$ cat src/rtl/nnl_pkg.sv
`default_nettype none
// ============================================================================
// Module   : nnl_pkg
// Purpose  : Shared definitions for the network-output blocks. Contains the
//            argmax scan FSM state encoding, the default class count and an
//            IEEE-754 single-precision "strictly greater than" helper.
// Revision : 1.0 - initial release
// ============================================================================
package nnl_pkg;

  localparam int NUM_CLASSES_DEF = 7;

  // fp32 field positions
  localparam int FP32_SIGN_BIT = 31;
  localparam int FP32_MAG_MSB  = 30;

  typedef enum logic [1:0] {
    ST_IDLE = 2'd0,
    ST_SCAN = 2'd1,
    ST_DONE = 2'd2
  } argmax_state_e;

  // Strict a > b for non-NaN fp32 values. +0 and -0 compare equal.
  function automatic logic fp32_gt(input logic [31:0] a, input logic [31:0] b);
    logic                  sa;
    logic                  sb;
    logic [FP32_MAG_MSB:0] ma;
    logic [FP32_MAG_MSB:0] mb;
    sa = a[FP32_SIGN_BIT];
    sb = b[FP32_SIGN_BIT];
    ma = a[FP32_MAG_MSB:0];
    mb = b[FP32_MAG_MSB:0];
    if ((ma == '0) && (mb == '0)) begin
      return 1'b0;
    end
    if (sa != sb) begin
      return !sa;
    end
    if (!sa) begin
      return (ma > mb);
    end
    // both negative: smaller magnitude is the larger value
    return (ma < mb);
  endfunction

endpackage : nnl_pkg
`default_nettype wire

$ cat src/rtl/fp32_gt_cmp.sv
`default_nettype none
// ============================================================================
// Module   : fp32_gt_cmp
// Purpose  : Combinational fp32 "strictly greater than" comparator.
// Ports    : a  - fp32 operand
//            b  - fp32 operand
//            gt - 1 when a > b (+0 == -0; NaN inputs give unspecified result)
// Revision : 1.0 - initial release
// ============================================================================
module fp32_gt_cmp
  import nnl_pkg::*;
(
  input  logic [31:0] a,
  input  logic [31:0] b,
  output logic        gt
);

  assign gt = fp32_gt(a, b);

endmodule : fp32_gt_cmp
`default_nettype wire

$ cat src/rtl/class_argmax.sv
`default_nettype none
// ============================================================================
// Module   : class_argmax
// Purpose  : Sequential argmax over NUM_CLASSES fp32 class scores using one
//            comparator. Reports the winning index and its score.
// Ports    : clk        - clock
//            rst        - asynchronous active-low reset
//            Data_In    - packed score vector, class k at [k*W +: W]
//            Valid_In   - single-cycle qualifier for Data_In
//            Ready      - high when Valid_In will be accepted
//            Class_Out  - index of maximum score (lowest index on ties)
//            Score_Out  - maximum score value
//            Valid_Out  - one-cycle pulse when results update
//            Class2_Out - index of second-largest score (optional)
//            Overrun    - sticky, Valid_In seen while busy scanning
// Options  : CLASS_ARGMAX_TOP2_EN - adds Class2_Out and second-place tracking
// Revision : 1.0 - initial release
// ============================================================================
module class_argmax
  import nnl_pkg::*;
#(
  parameter int DATA_WIDHT  = 32,
  parameter int NUM_CLASSES = NUM_CLASSES_DEF,
  parameter int IDX_W       = $clog2(NUM_CLASSES)
) (
  input  logic                              clk,
  input  logic                              rst,
  input  logic [DATA_WIDHT*NUM_CLASSES-1:0] Data_In,
  input  logic                              Valid_In,
  output logic                              Ready,
  output logic [IDX_W-1:0]                  Class_Out,
  output logic [DATA_WIDHT-1:0]             Score_Out,
  output logic                              Valid_Out,
`ifdef CLASS_ARGMAX_TOP2_EN
  output logic [IDX_W-1:0]                  Class2_Out,
`endif
  output logic                              Overrun
);

  localparam logic [IDX_W-1:0] LAST_IDX = IDX_W'(NUM_CLASSES - 1);

  argmax_state_e          state_q, state_d;
  logic [DATA_WIDHT-1:0]  vec_q [NUM_CLASSES];
  logic [DATA_WIDHT-1:0]  vec_d [NUM_CLASSES];
  logic [IDX_W-1:0]       cnt_q, cnt_d;
  logic [DATA_WIDHT-1:0]  best_q, best_d;
  logic [IDX_W-1:0]       best_idx_q, best_idx_d;
  logic [IDX_W-1:0]       class_q, class_d;
  logic [DATA_WIDHT-1:0]  score_q, score_d;
  logic                   ovr_q, ovr_d;

  logic [DATA_WIDHT-1:0]  cand;
  logic                   cand_gt_best;

  assign cand = vec_q[cnt_q];

  fp32_gt_cmp u_cmp_best (
    .a  (cand),
    .b  (best_q),
    .gt (cand_gt_best)
  );

`ifdef CLASS_ARGMAX_TOP2_EN
  logic [DATA_WIDHT-1:0]  sec_q, sec_d;
  logic [IDX_W-1:0]       sec_idx_q, sec_idx_d;
  // Low until a real runner-up exists; until then the initial element-0
  // entry is displaced by any candidate that does not beat the leader.
  logic                   sec_vld_q, sec_vld_d;
  logic [IDX_W-1:0]       class2_q, class2_d;
  logic                   cand_gt_sec;

  fp32_gt_cmp u_cmp_sec (
    .a  (cand),
    .b  (sec_q),
    .gt (cand_gt_sec)
  );

  assign Class2_Out = class2_q;
`endif

  always_comb begin
    state_d    = state_q;
    vec_d      = vec_q;
    cnt_d      = cnt_q;
    best_d     = best_q;
    best_idx_d = best_idx_q;
    class_d    = class_q;
    score_d    = score_q;
    ovr_d      = ovr_q | (Valid_In && (state_q == ST_SCAN));
`ifdef CLASS_ARGMAX_TOP2_EN
    sec_d      = sec_q;
    sec_idx_d  = sec_idx_q;
    sec_vld_d  = sec_vld_q;
    class2_d   = class2_q;
`endif

    unique case (state_q)
      ST_IDLE, ST_DONE: begin
        if (Valid_In) begin
          for (int k = 0; k < NUM_CLASSES; k++) begin
            vec_d[k] = Data_In[k*DATA_WIDHT +: DATA_WIDHT];
          end
          best_d     = Data_In[DATA_WIDHT-1:0];
          best_idx_d = '0;
          cnt_d      = IDX_W'(1);
`ifdef CLASS_ARGMAX_TOP2_EN
          sec_d      = Data_In[DATA_WIDHT-1:0];
          sec_idx_d  = '0;
          sec_vld_d  = 1'b0;
`endif
          state_d    = ST_SCAN;
        end else if (state_q == ST_DONE) begin
          state_d = ST_IDLE;
        end
      end

      ST_SCAN: begin
        if (cand_gt_best) begin
          best_d     = cand;
          best_idx_d = cnt_q;
`ifdef CLASS_ARGMAX_TOP2_EN
          sec_d      = best_q;
          sec_idx_d  = best_idx_q;
          sec_vld_d  = 1'b1;
        end else if (!sec_vld_q || cand_gt_sec) begin
          sec_d      = cand;
          sec_idx_d  = cnt_q;
          sec_vld_d  = 1'b1;
`endif
        end
        cnt_d = cnt_q + IDX_W'(1);
        if (cnt_q == LAST_IDX) begin
          // final compare folds straight into the result registers
          class_d  = best_idx_d;
          score_d  = best_d;
`ifdef CLASS_ARGMAX_TOP2_EN
          class2_d = sec_idx_d;
`endif
          state_d  = ST_DONE;
        end
      end

      default: state_d = ST_IDLE;
    endcase
  end

  always_ff @(posedge clk or negedge rst) begin
    if (!rst) begin
      state_q    <= ST_IDLE;
      for (int k = 0; k < NUM_CLASSES; k++) begin
        vec_q[k] <= '0;
      end
      cnt_q      <= '0;
      best_q     <= '0;
      best_idx_q <= '0;
      class_q    <= '0;
      score_q    <= '0;
      ovr_q      <= 1'b0;
`ifdef CLASS_ARGMAX_TOP2_EN
      sec_q      <= '0;
      sec_idx_q  <= '0;
      sec_vld_q  <= 1'b0;
      class2_q   <= '0;
`endif
    end else begin
      state_q    <= state_d;
      vec_q      <= vec_d;
      cnt_q      <= cnt_d;
      best_q     <= best_d;
      best_idx_q <= best_idx_d;
      class_q    <= class_d;
      score_q    <= score_d;
      ovr_q      <= ovr_d;
`ifdef CLASS_ARGMAX_TOP2_EN
      sec_q      <= sec_d;
      sec_idx_q  <= sec_idx_d;
      sec_vld_q  <= sec_vld_d;
      class2_q   <= class2_d;
`endif
    end
  end

  assign Ready     = (state_q != ST_SCAN);
  assign Valid_Out = (state_q == ST_DONE);
  assign Class_Out = class_q;
  assign Score_Out = score_q;
  assign Overrun   = ovr_q;

endmodule : class_argmax
`default_nettype wire

$ cat config.mk
export PLATFORM = sky130hd
export DESIGN_NAME = class_argmax
export DESIGN_NICKNAME = d
export VERILOG_FILES = /design/src/rtl/nnl_pkg.sv /design/src/rtl/fp32_gt_cmp.sv /design/src/rtl/class_argmax.sv
export SDC_FILE = /design/constraint.sdc
export NUM_CORES = 1
export LEC_CHECK = 0
export BUFFER_PORTS_ARGS = -buffer_cell sky130_fd_sc_hd__buf_2
export CAP_MARGIN = 20
export CELL_PAD_IN_SITES_DETAIL_PLACEMENT = 0
export CELL_PAD_IN_SITES_GLOBAL_PLACEMENT = 1
export CORE_ASPECT_RATIO = 0.6
export CORE_MARGIN = 5
export CORE_UTILIZATION = 48
export CTS_BUF_LIST = sky130_fd_sc_hd__clkbuf_8
export CTS_CLUSTER_SIZE = 10
export DETAILED_ROUTE_END_ITERATION = 7
export GPL_TIMING_DRIVEN = 0
export PLACE_DENSITY_LB_ADDON = 0.1
export SYNTH_ARGS = -nofsm -noshare
export SYNTH_HDL_FRONTEND = slang
export SYNTH_HIERARCHICAL = 1
export SYNTH_SLANG_ARGS = --single-unit
$ cat constraint.sdc
create_clock -name clk -period 10.4 [get_ports clk]
set_clock_uncertainty 0.15 [all_clocks]
set_input_delay 2.08 -clock clk [delete_from_list [all_inputs] [get_ports clk]]
set_output_delay 2.08 -clock clk [all_outputs]
set_load 0.01 [all_outputs]
---- After elaboration in Yosys (flattened, before gate mapping) ----
Cells that the tools add are included.
storage, ports and cells
  flip-flop bits (word level) ............. 300
  bits of input ports ..................... 227
  output and inout port bits .............. 38
  logic and storage cells ................. 67
cells by class
  add/sub/neg operators ................... 1
  $lt $le $gt $ge ......................... 3
  equality and inequality tests ........... 8
  muxes and demuxes ....................... 27
  bitwise gates (word level) .............. 2
  reduce and logical (&&, ||, !) cells .... 12
operator list
  operator             count
  $mux 32              4
  $bmux 32 s3          1
  $pmux 32 s2          1
  $logic_not 31->1     2
  $gt 31x31->1         1
  $lt 31x31->1         1
  $mux 1               12
  $pmux 3 s2           2
  $mux 3               3
  $reduce_and 2->1     4
  $mux 2               3
  $ge 4x4->1 const B   1
  $ne 2x1->1 const B   2
  $not 3->4            1
  $pmux 2 s2           1
  $add 3x1->3 const B  1
  $eq 3x3->1 const B   1
  $ne 3x3->1 const B   1
  $eq 2x1->1 const B   1
  $eq 2x2->1 const B   1
  $logic_and 1x1->1    2
  $logic_not 2->1      1
  $ne 2x2->1 const B   1
  $reduce_bool 2->1    1
  other kinds (4)      4

---- Longest topological paths before layout ----
Gate-level depths: netlist of the first run.
  depth after elaboration ................. 15
  depth in mapped cells ................... 20
  gate-level depth less buffers ........... 15

---- Hierarchy ----
Netlist of the first run, hierarchy kept.
by module, submodules not included
  module        instances  cells each  area an instance (µm²)  seq. area each (µm²)
  class_argmax  1          1448        14038.5                 7507.2
  fp32_gt_cmp   1          134         949.7                   0.0

---- Worst setup path after synthesis of the first run ----
No wires, ideal clock.
  path type ............................... flip-flop to flip-flop
  start point ............................. register cnt_q[1]
  end point ............................... register best_q[0]
  setup time .............................. 0.126 ns
  data arrival time ....................... 3.554 ns
  data required time ...................... 10.124 ns
  setup slack ............................. 6.570 ns
  stages on the path, launching flop included .. 18
  buffers on the path ..................... 5
  clock period less this slack ............ 3.830 ns
  cells stage by stage .................... dfrtp_1 > buf_6 > buf_6 > and2b_4 > buf_4 > a221oi_2 > ha_1 > nand4_1 > nor4_2 > and4b_1 > or3_1 > a21oi_1 > a41o_1 > buf_2 > inv_1 > o21a_1 > clkbuf_1 > a221o_1
on the way
  elaborated cells between the ends (all ways) .. 23
  classes of those cells .................. order compare: 2; eq/ne: 1; mux: 16; bitwise: 1; reduce/logical: 3
RTL lines
  element                                          RTL line             text
  start, declared                                  class_argmax.sv:45   logic [IDX_W-1:0] cnt_q, cnt_d;
  start signal, assigned                           class_argmax.sv:168  cnt_q <= cnt_d;
  $not 3->4 (not written as such) (*)              class_argmax.sv:55   assign cand = vec_q[cnt_q];
  $bmux 32 s3 (*)                                  class_argmax.sv:55
  $mux 32 (not written as such) (*) (2 in series)  class_argmax.sv:55
  net cand[25]                                     class_argmax.sv:52   logic [DATA_WIDHT-1:0] cand;
  $gt 31x31->1                                     nnl_pkg.sv:40        return (ma > mb);
  $mux 1                                           nnl_pkg.sv:39        if (!sa) begin
  $mux 1                                           nnl_pkg.sv:43        return (ma < mb);
  $mux 1                                           nnl_pkg.sv:39
  $mux 1 (*)                                       nnl_pkg.sv:36        if (sa != sb) begin
  net cand_gt_best                                 class_argmax.sv:53   logic cand_gt_best;
  $mux 32 (*)                                      class_argmax.sv:118  if (cand_gt_best) begin
  $pmux 32 s2 (*)                                  class_argmax.sv:97   unique case (state_q)
  end signal, assigned                             class_argmax.sv:169  best_q <= best_d;
  end, declared                                    class_argmax.sv:46   logic [DATA_WIDHT-1:0] best_q, best_d;
Mark *: on every way through the listed nets, which the timed path passes. The rest lies on a longest branch. The select of a mux whose other input is x is not followed.
A chain may end at the register's enable or synchronous reset.

---- Worst setup path in the final report of the first run ----
  start point ............................. register cnt_q[1]
  end point ............................... register score_q[26] (netlist: Score_Out[26])
on the way
  elaborated cells between the ends (all ways) .. 24
  classes of those cells .................. order compare: 2; eq/ne: 2; mux: 15; bitwise: 1; reduce/logical: 4
RTL lines
  element                                          RTL line             text
  $not 3->4 (not written as such) (*)              class_argmax.sv:55
  $bmux 32 s3 (*)                                  class_argmax.sv:55
  $mux 32 (not written as such) (*) (2 in series)  class_argmax.sv:55
  net cand[30]                                     class_argmax.sv:52
  $gt 31x31->1                                     nnl_pkg.sv:40
  $mux 1                                           nnl_pkg.sv:39
  $mux 1                                           nnl_pkg.sv:43
  $mux 1                                           nnl_pkg.sv:39
  $mux 1 (*)                                       nnl_pkg.sv:36
  net cand_gt_best                                 class_argmax.sv:53
  $mux 32 (*)                                      class_argmax.sv:118
  end signal, assigned                             class_argmax.sv:172  score_q <= score_d;
  end, declared                                    class_argmax.sv:49   logic [DATA_WIDHT-1:0] score_q, score_d;
Marks and branches as above.

==> results of run 1 <==
-- cells in the mapped netlist, drive strengths merged, types with 3 or more instances --
cell type  number  area [um^2]
nand2         689         2590
dfrtp         300         7510
mux2i          98          981
a221oi         64          892
a221o          62          621
buf            59          340
clkbuf         47          176
nor2           43          164
inv            38          143
ha             33          413
and3           31          194
mux2           31          402
nor4           17          125
o21ai          12         60.1
a21oi          11         55.1
nand4           8         50.1
nand3           7         35.0
a21o            4         30.0
nor2b           4         27.5
o31ai           3         22.5
-- worst max-delay path by stage --
| stage | from | end | slack (ns) | cells after the start |
|---|---|---|---|---|
| after floorplan | cnt_q[1] | best_q[0] | 6.57 | 17 |
| final | cnt_q[1] | Score_Out[26] | 5.33 | 17 |
| after global placement | rst | Score_Out[2] | 1.37 | 1 |
| after global routing | cnt_q[2] | best_q[20] | 5.17 | 16 |
| after detailed placement | cnt_q[1] | best_q[23] | 5.53 | 17 |
| after CTS | cnt_q[1] | best_q[19] | 5.47 | 17 |
-- where the power goes --
| group | switching (mW) | total, mW | internal [mW] |
|---|---|---|---|
| registers | 0.374 | 2.10 | 1.72 |
| clock network | 0.470 | 0.939 | 0.469 |
| logic | 2.01 | 3.24 | 1.23 |
-- per-stage QoR --
step	instances	utilization [%]	hold slack [ns]
floorplan	1582	-	0.288
global placement	2261	54.3	0.298
detailed placement	2263	54.5	0.307
CTS	2343	57.3	0.322
global route	2343	57.3	0.338
finish	2343	57.3	0.319
-- cells by family after synthesis --
family / Yosys count / share of synthesized area [%]
fa+ha+maj: 33 / 2.75
simple gates: 810 / 21.8
flops: 300 / 50.1
buf+inv: 144 / 4.40
compound gates: 166 / 11.8
mux: 129 / 9.22
-- per-layer routing --
metal | vias up | track usage, %
li1 | 6016 | -
met1 | 6186 | 43.6
met2 | 475 | 38.6
met3 | 78 | 5.22
met4 | 0 | 6.65
met5 | - | 0
-- worst reg2reg max path, cell delays in order, from the launching register on --
cell      delay, ns
dfrtp_1        0.47
buf_6          0.21
nor2b_2        0.25
buf_4          0.28
a221oi_2       0.13
a221oi_2       0.59
ha_1           0.28
nand4_1        0.16
nor4_2         0.47
a221oi_1       0.18
o21a_2         0.18
a21oi_1        0.15
a41o_1         0.11
buf_2          0.18
inv_1          0.18
nor2_1         0.32
clkbuf_1       0.47
a221o_1        0.24
-- registers in the layout, summed over array words and instances, names as in the netlist --
| register | cells |
|---|---|
| Class_Out | 3 |
| Overrun | 1 |
| Score_Out | 32 |
| best_idx_q | 3 |
| best_q | 32 |
| cnt_q | 3 |
| state_q | 2 |
| vec_q | 224 |
-- cell type report --
class                           count  area [um^2]
Clock inverter                     26          106
Clock buffer                       54          743
Timing Repair Buffer              265         1380
Inverter                           38          143
Fill cell                        2904        13200
Tap cell                          416          520
Multi-Input combinational cell   1138         6820
Buffer                            106          517
Sequential cell                   300         7510
==> qor.csv, run 1 <==
metric,value,unit
Vias/cell,5.44,
fin. max-slew vios,0,
Clock Path Buffers,3,
status,"finished, final reports clean",
clock latency on the worst-skew pair,0.61,ns
post-cts sizing count,0,
Post-Syn Area,0.0150,mm^2
H-tree levels,2,
initial antenna violation count,0,
"most common cell after layout, fill and taps aside",nand2_1,
die height,147,um
met3 wire length,3740,um
Min-Delay Endpoint,vec_q[26],
Initial Util,48.4,%
top_reg_cell synth,dfrtp_1,
worst min path class,flip-flop to flip-flop,
syn_nets,1842,
P&R area growth vs syn,18.4,%
critical path type,flip-flop to flip-flop,
Placer Congestion,0.879,
startpoint types,flip-flop,
Die Area,0.0350,mm^2
Buffers on Ports,263,
core area,0.0310,mm^2
DIE WIDTH,238,um
Final setup violation count,0,
Hold Path Depth,2,
Buf/Inv on CP,5,
crit-path max cell delay,0.59,ns
post-route antenna net violation count,0,
largest net degree at the start of global routing,122,
DP HPWL,37300,um
I/O pin count,265,
Max Cap Viol,0,
Avg WL per Cell,20.8,um
"Largest delay share family, worst path",compound AO/OA/AOI/OAI gates,
TritonRoute pass-1 iters,7,
Max Freq,197,MHz
"Data required, critical path",10.78,ns
worst flop-to-flop path startpoint,cnt_q[1],
"slowest stage cell, crit path",a221oi_2,
Core Rows,50,
Worst slew margin,25.7,%
met1 wire length,23900,um
Post-Place Setup Slack,5.53,ns
Routed met2 length,20100,um
FF-to-FF End,Score_Out[26],
Leakage,9.63,nW
diode count,0,
vias in the first global route,12800,
gr ovfl total,0,
Syn Inst Count,1582,
Detailed Route Iter0 Violations,1169,
via count,12800,
unrepaired setup endpoints after global routing,false,
GRT Overall Usage,27.4,%
synth unique cells,49,
Critical Path End Type,flip-flop,
Peak VDD IR,0.126,mV
top routing layer in use,met4,
R2R cell count,17,
min-delay src,vec_q[26],
CTS tree,built,
Root Buffer,clkbuf_8,
Post-synth EDFFs,0,
cts bufs inserted,47,
syn avg cell area,9.47,um^2
"Hold-fix buffers, CTS",0,
Final Cycle Share,48.8,%
Crit Path Max Fanout,10,
minimum clock period,5.07,ns
first-pass GRT wire length,74300,um
Setup Buffers After CTS,0,
setup TNS,0,ns
Setup WS post-layout,5.33,ns
Clock Sinks,300,
crit-path cells,"buf_6, nor2b_2, buf_4, a221oi_2, a221oi_2, ha_1, nand4_1, nor4_2, a221oi_1, o21a_2, a21oi_1, a41o_1, buf_2, inv_1, nor2_1, clkbuf_1, a221o_1",
DRC Markers,0,
"FFs w/ async S/R, synth",100,%
pwr dens,354,mW/mm^2
R2R setup slack,5.33,ns
placed inst area,0.0169,mm^2
CP dominant cell by count,a221oi_2,
share of cells above drive strength 1,24.1,%
overall power,6.28,mW
fin area,0.0177,mm^2
Synth Register Bits,300,
Final Hold Viols,0,
most frequent cells in the layout,"nand2_1 (689), dfrtp_1 (300), buf_2 (300)",
DRT Wirelength,48800,um
Worst Path Arrival,5.45,ns
sequential-to-total area share from yosys stat,50.1,%
"Reg clk slew, reported paths",0.06,ns
Layout Nets,2156,
Slew @ Worst Pin,1.11,ns
Ys Warns,6,
Power figures use the tool's default switching activity.
==> run 2: changes to the inputs <==
- CORE_UTILIZATION: 48 -> 40
- clock period: 10.4 -> 4.6 ns (I/O delays scaled with it)
==> run 2 against run 1 <==
Net effect:
- largest power group unchanged
- critical path type unchanged
- combinational power grew to 2.7 times the previous value
- count of clock-buffer cells in the layout is 4 higher
- critical endpoint is now best_q[24]
- total power increased to 2.5 times the previous value
- sequential cell count stayed put
==> qor.csv, run 2 (synthesis results as in run 1) <==
metric,value,unit,change
status,"finished, final reports clean",,
largest reg by FF count,vec_q,,
pwr dens,840,mW/mm^2,+140%
DIE WIDTH,260,um,+9.1%
cts bufs inserted,48,,+2.1%
minimum clock period,4.49,ns,-0.580 ns
H-tree levels,2,,unchanged
top routing layer in use,met4,,
DRC Markers,0,,unchanged
Avg WL per Cell,21.2,um,+1.8%
Buffers on Ports,263,,unchanged
GRT Overall Usage,24.3,%,-3.2 points
largest net degree at the start of global routing,117,,-4.1%
Final Hold Viols,0,,unchanged
startpoint types,flip-flop,,
Post-Place Setup Slack,-0.427,ns,-5.96 ns
Leakage,9.99,nW,+3.7%
Clock Path Buffers,3,,unchanged
Clock Sinks,300,,unchanged
Setup WS post-layout,0.108,ns,-5.22 ns
DRT Wirelength,52100,um,+6.9%
"Reg clk slew, reported paths",0.06,ns,about the same
Root Buffer,clkbuf_8,,
Largest register FFs,224,,unchanged
vias in the first global route,12900,,+1.1%
post-route antenna net violation count,0,,unchanged
CTS tree,built,,
Routed met2 length,22000,um,+9.4%
P&R area growth vs syn,26.1,%,
most frequent cells in the layout,"nand2_1 (689), dfrtp_1 (299), buf_2 (293)",,
I/O pin count,265,,unchanged
clock latency on the worst-skew pair,0.59,ns,-0.02 ns
"Data required, critical path",4.91,ns,-5.87 ns
Placer Congestion,0.873,,-0.67%
Max Cap Viol,0,,unchanged
Core Rows,54,,+8.0%
initial antenna violation count,0,,unchanged
Die Area,0.0416,mm^2,+19%
gr ovfl total,0,,unchanged
fin. max-slew vios,0,,unchanged
Critical Path End Type,flip-flop,,
Non-Filler Instances,2462,,+5.1%
Final setup violation count,0,,unchanged
Hold Slack,0.249,ns,-0.0697 ns
Crit Path Max Fanout,10,,unchanged
via count,12800,,+0.55%
Layout Nets,2184,,+1.3%
share of cells above drive strength 1,26.9,%,+2.7 points
"most common cell after layout, fill and taps aside",nand2_1,,
die height,160,um,+8.9%
Max Freq,223,MHz,+13%
core area,0.0367,mm^2,+18%
Final Cycle Share,97.7,%,+49 points
Worst Path Arrival,4.80,ns,-0.65 ns
Worst slew margin,28.0,%,+2.3 points
Peak VDD IR,0.365,mV,+190%
Vias/cell,5.21,,-4.3%
Initial Util,40.9,%,-7.5 points
met1 wire length,25600,um,+7.2%
worst min path class,input pin to asynchronous set/reset pin,,
first-pass GRT wire length,77600,um,+4.5%
Slew @ Worst Pin,1.08,ns,-0.0352 ns
TritonRoute pass-1 iters,5,,-2
diode count,0,,unchanged
met3 wire length,3390,um,-9.3%
Detailed Route Iter0 Violations,986,,-16%
critical path type,flip-flop to flip-flop,,
DP HPWL,39300,um,+5.4%
Placed Instances,2352,,+3.9%
[run 2: cell types whose count changed in the layout (fill, tap and decap cells not counted), sizes merged]
| cell | delta |
|---|---|
| inv | -3 |
| clkinv | +1 |
| buf | +24 |
| clkinvlp | +2 |
| clkbuf | +7 |
[run 2: cell type report]
type / count / area, um^2
Clock buffer: 58 / 798
Multi-Input combinational cell: 1138 / 7470
Clock inverter: 26 / 106
Buffer: 106 / 618
Timing Repair Buffer: 292 / 1620
Sequential cell: 300 / 7510
Inverter: 38 / 146
Fill cell: 3478 / 17800
Tap cell: 504 / 631
[run 2: worst paths after layout]
path / from / to / slack [ns] / depth (start not counted)
max: cnt_q[1] / best_q[24] / 0.11 / 15
min: rst / vec_q[15] / 0.25 / 2
max reg2reg: cnt_q[1] / best_q[24] / 0.11 / 15
min reg2reg: Class_Out[2] / Class_Out[2] / 0.31 / 2
max in group asynchronous: rst / Score_Out[4] / 3.14 / 3
min in group clk: Class_Out[2] / Class_Out[2] / 0.31 / 2
[run 2: worst max-delay path: stages, from the launching register on]
cell,delay [ns]
dfrtp_2,0.48
buf_8,0.19
buf_8,0.17
and2b_4,0.20
a221oi_2,0.66
ha_1,0.37
a21oi_1,0.12
o21ai_0,0.15
a221oi_2,0.32
o21a_2,0.20
a41o_1,0.17
clkbuf_4,0.19
clkinvlp_4,0.16
o21a_1,0.25
buf_2,0.20
a221o_1,0.37
[run 2: report_power, final]
part / leakage (nW) / total [mW] / switching (mW) / internal, mW
clock: 0.544 / 2.22 / 1.09 / 1.13
sequential: 3.73 / 4.79 / 0.892 / 3.89
combinational: 5.71 / 8.86 / 5.24 / 3.61
[run 2: per-layer routing]
| metal | global-route usage [%] | vias up |
|---|---|---|
| li1 | - | 6066 |
| met1 | 37.8 | 6291 |
| met2 | 34.8 | 391 |
| met3 | 4.70 | 77 |
| met4 | 5.76 | 0 |
| met5 | 0 | - |
[run 2: timing repair]
item,4_1_cts,5_1_grt
hold buffers,0,0
gates resized for setup,57,61
pin swaps,7,16
setup endpoints to repair,64,64
gates cloned,0,0
buffers inserted,8,18
[run 2: stage by stage]
step	instance area (um^2)	util (%)	power, mW	TNS [ns]
after floorplan	15000	-	9.52	0
after global placement	16900	46.2	11.9	-1009.42
after detailed placement	17000	46.4	12.0	-21.26
after CTS	18500	50.4	15.2	0
after global routing	18900	51.5	16.9	-0.0254
final	18900	51.5	15.9	0
==> run 3: changes to the inputs <==
--- a/config.mk
+++ b/config.mk
@@ -8,3 +8,2 @@
 export BUFFER_PORTS_ARGS = -buffer_cell sky130_fd_sc_hd__buf_2
-export CAP_MARGIN = 20
 export CELL_PAD_IN_SITES_DETAIL_PLACEMENT = 0
@@ -19,2 +18,3 @@
 export PLACE_DENSITY_LB_ADDON = 0.1
+export SETUP_SLACK_MARGIN = 0.4
 export SYNTH_ARGS = -nofsm -noshare
==> constraint.sdc (replaced) <==
create_clock -name clk -period 4.6 [get_ports clk]
set_clock_uncertainty 0.15 [all_clocks]
set_input_delay 0.46 -clock clk [delete_from_list [all_inputs] [get_ports clk]]
set_output_delay 0.46 -clock clk [all_outputs]
set_load 0.01 [all_outputs]
==> run 3 against run 2 <==
Net effect:
- setup slack better by 0.11 ns
- core utilization up 7.0 points
- largest cell class is now multi-input combinational cells
- register-to-register slack better by 0.11 ns
- combinational power up 8.9%
- maximum frequency up 2.6%
- global-route usage up 2.0 points
- sequential share of layout area down 4.7 points
- total power up 5.2%
==> qor.csv, run 3 (synthesis results as in run 1) <==
metric,value,unit,change
cts bufs inserted,48,,unchanged
P&R area growth vs syn,43.1,%,
worst min path class,input pin to flip-flop,,
share of cells above drive strength 1,24.8,%,-2.1 points
Buffers on Ports,263,,unchanged
H-tree levels,2,,unchanged
Hold Path Depth,3,,
CTS tree,built,,
Die Area,0.0416,mm^2,unchanged
Critical Path End Type,flip-flop,,
R2R setup slack,0.22,ns,+0.11 ns
Crit Path Max Fanout,10,,unchanged
Final Cycle Share,95.2,%,-2.5 points
via count,13900,,+8.1%
Peak VDD IR,0.379,mV,+4.0%
crit-path max cell delay,0.49,ns,-0.17 ns
"most common cell after layout, fill and taps aside",nand2_1,,
gr ovfl total,0,,unchanged
Min-Delay Endpoint,vec_q[206],,
DP HPWL,39300,um,unchanged
min-delay src,Data_In[14],,
Hold Slack,0.0591,ns,-0.190 ns
fin. max-slew vios,0,,unchanged
minimum clock period,4.38,ns,-0.114 ns
Clock power frac,13.4,%,-0.6 points
Largest register FFs,224,,unchanged
placed inst area,0.0170,mm^2,unchanged
status,"finished, final reports clean",,
die height,160,um,unchanged
switching portion of total power,45.0,%,-0.59 points
Worst Path Arrival,4.70,ns,-0.10 ns
R2R cell count,17,,+2
FF-to-FF End,best_q[24],,
Max Cap Viol,0,,unchanged
Worst slew margin,26.5,%,-1.5 points
fillers,3231,,-7.1%
P_sw,7.51,mW,+3.9%
crit-path cells,"buf_12, buf_8, and2b_4, buf_12, a221oi_4, ha_1, buf_4, a21o_1, a21o_1, a221oi_2, o21a_2, a41o_1, buf_6, clkinvlp_4, o21a_4, buf_8, a221o_1",,
clock latency on the worst-skew pair,0.60,ns,about the same
unrepaired setup endpoints after global routing,true,,
DIE WIDTH,260,um,unchanged
Reg area,0.00751,mm^2,about the same
Int Pwr,9.19,mW,+6.3%
met3 wire length,3760,um,+11%
TritonRoute pass-1 iters,6,,+1
startpoint types,flip-flop,,
DRT Wirelength,55900,um,+7.2%
Vias/cell,5.13,,-1.5%
Core Rows,54,,unchanged
Max Freq,228,MHz,+2.6%
Logic pwr share,57.8,%,+2.0 points
Avg WL per Cell,20.7,um,-2.2%
fin area,0.0214,mm^2,+13%
footprint of the multi-input gates,0.00756,mm^2,+1.1%
"Data required, critical path",4.92,ns,about the same
diode count,0,,unchanged
largest reg by FF count,vec_q,,
Clock Path Buffers,3,,unchanged
I/O pin count,265,,unchanged
Routed met2 length,24100,um,+9.7%
Placer Congestion,0.873,,unchanged
Final Hold Viols,0,,unchanged
Clock Sinks,300,,unchanged
first-pass GRT wire length,84100,um,+8.4%
pwr dens,778,mW/mm^2,-7.3%
Slew @ Worst Pin,1.10,ns,+0.0225 ns
post-route antenna net violation count,0,,unchanged
"Reg clk slew, reported paths",0.06,ns,about the same
Root Buffer,clkbuf_8,,
largest net degree at the start of global routing,117,,unchanged
Leakage,11.1,nW,+11%
GRT Overall Usage,26.2,%,+2.0 points
Final setup violation count,0,,unchanged
most frequent cells in the layout,"nand2_1 (688), dfrtp_1 (298), buf_2 (293)",,
met1 wire length,26400,um,+2.9%
initial antenna violation count,0,,unchanged
core area,0.0367,mm^2,unchanged
worst flop-to-flop path startpoint,cnt_q[1],,
top routing layer in use,met4,,
Initial Util,40.9,%,unchanged
Detailed Route Iter0 Violations,1076,,+9.1%
DRC Markers,0,,unchanged
vias in the first global route,14200,,+9.7%
Layout Nets,2422,,+11%
"slowest stage cell, crit path",dfrtp_2,,
share of power burned in registers,28.8,%,-1.4 points
critical path type,flip-flop to flip-flop,,
run 3: cell types whose count changed in the layout (fill, tap and decap cells not counted), sizes merged:
cell         before  now
clkbuf          108  100
buf             348  370
dlygate4sd3       0  224
run 3: through the flow:
| stage | setup TNS, ns | utilization, % | std cells | power (mW) | worst slack (ns) |
|---|---|---|---|---|---|
| after floorplan | 0 | - | 1582 | 9.52 | 0.770 |
| after global placement | -871.42 | 46.2 | 2349 | 11.9 | -2.87 |
| after detailed placement | -21.26 | 46.4 | 2352 | 12.0 | -0.427 |
| after CTS | 0 | 58.1 | 2692 | 16.3 | 0.327 |
| after global routing | 0 | 58.5 | 2700 | 17.7 | 0.136 |
| final | 0 | 58.5 | 2700 | 16.7 | 0.222 |
run 3: routing by layer:
metal | vias up | global-route usage [%]
met3 | 111 | 4.88
met1 | 6741 | 39.3
li1 | 6547 | -
met4 | 0 | 7.39
met5 | - | 0
met2 | 460 | 39.1
run 3: worst max path at each step:
stage | start | endpoint | slack [ns] | cells after the start
2_1_floorplan | cnt_q[1] | best_q[0] | 0.77 | 17
5_1_grt | cnt_q[1] | best_q[19] | 0.14 | 17
3_5_place_dp | cnt_q[1] | best_q[12] | -0.43 | 17
4_1_cts | cnt_q[1] | best_q[9] | 0.33 | 17
3_3_place_gp | rst | Score_Out[4] | -2.87 | 1
6_report | cnt_q[1] | best_q[24] | 0.22 | 17
run 3: power groups by stage:
stage / logic [mW] / clock network, mW / registers (mW)
2_1_floorplan: 4.97 / 0 / 4.55
3_3_place_gp: 7.13 / 0 / 4.73
3_5_place_dp: 7.29 / 0 / 4.76
4_1_cts: 9.21 / 2.27 / 4.77
5_1_grt: 10.4 / 2.39 / 4.94
6_report: 9.65 / 2.24 / 4.80
run 3: area by class of cell:
class | count | area share (%)
well taps | 504 | 2.94
plain buffers | 106 | 3.24
clock inverters | 26 | 0.496
inverters | 38 | 0.682
multi-input cells | 1138 | 35.2
repair buffers | 530 | 18.7
flip-flops and latches | 300 | 35.0
clock buffers | 58 | 3.72
run 3: timing repair:
action / 4_1_cts / 5_1_grt
pin swaps: 24 / 15
cloned: 2 / 0
resized for setup: 124 / 24
hold endpoints to repair: 337 / 0
setup endpoints to repair: 70 / 70
hold buffers: 224 / 0
setup buffers: 30 / 8
run 3: critical path, delay by kind of cell (launching register included):
family	cells	cell delay [ns]
adder cells (fa/ha/maj)	1	0.33
AO/OA/AOI/OAI	8	2.01
flip-flops	1	0.49
AND/OR/NAND/NOR	1	0.21
buffers and inverters	7	1.06
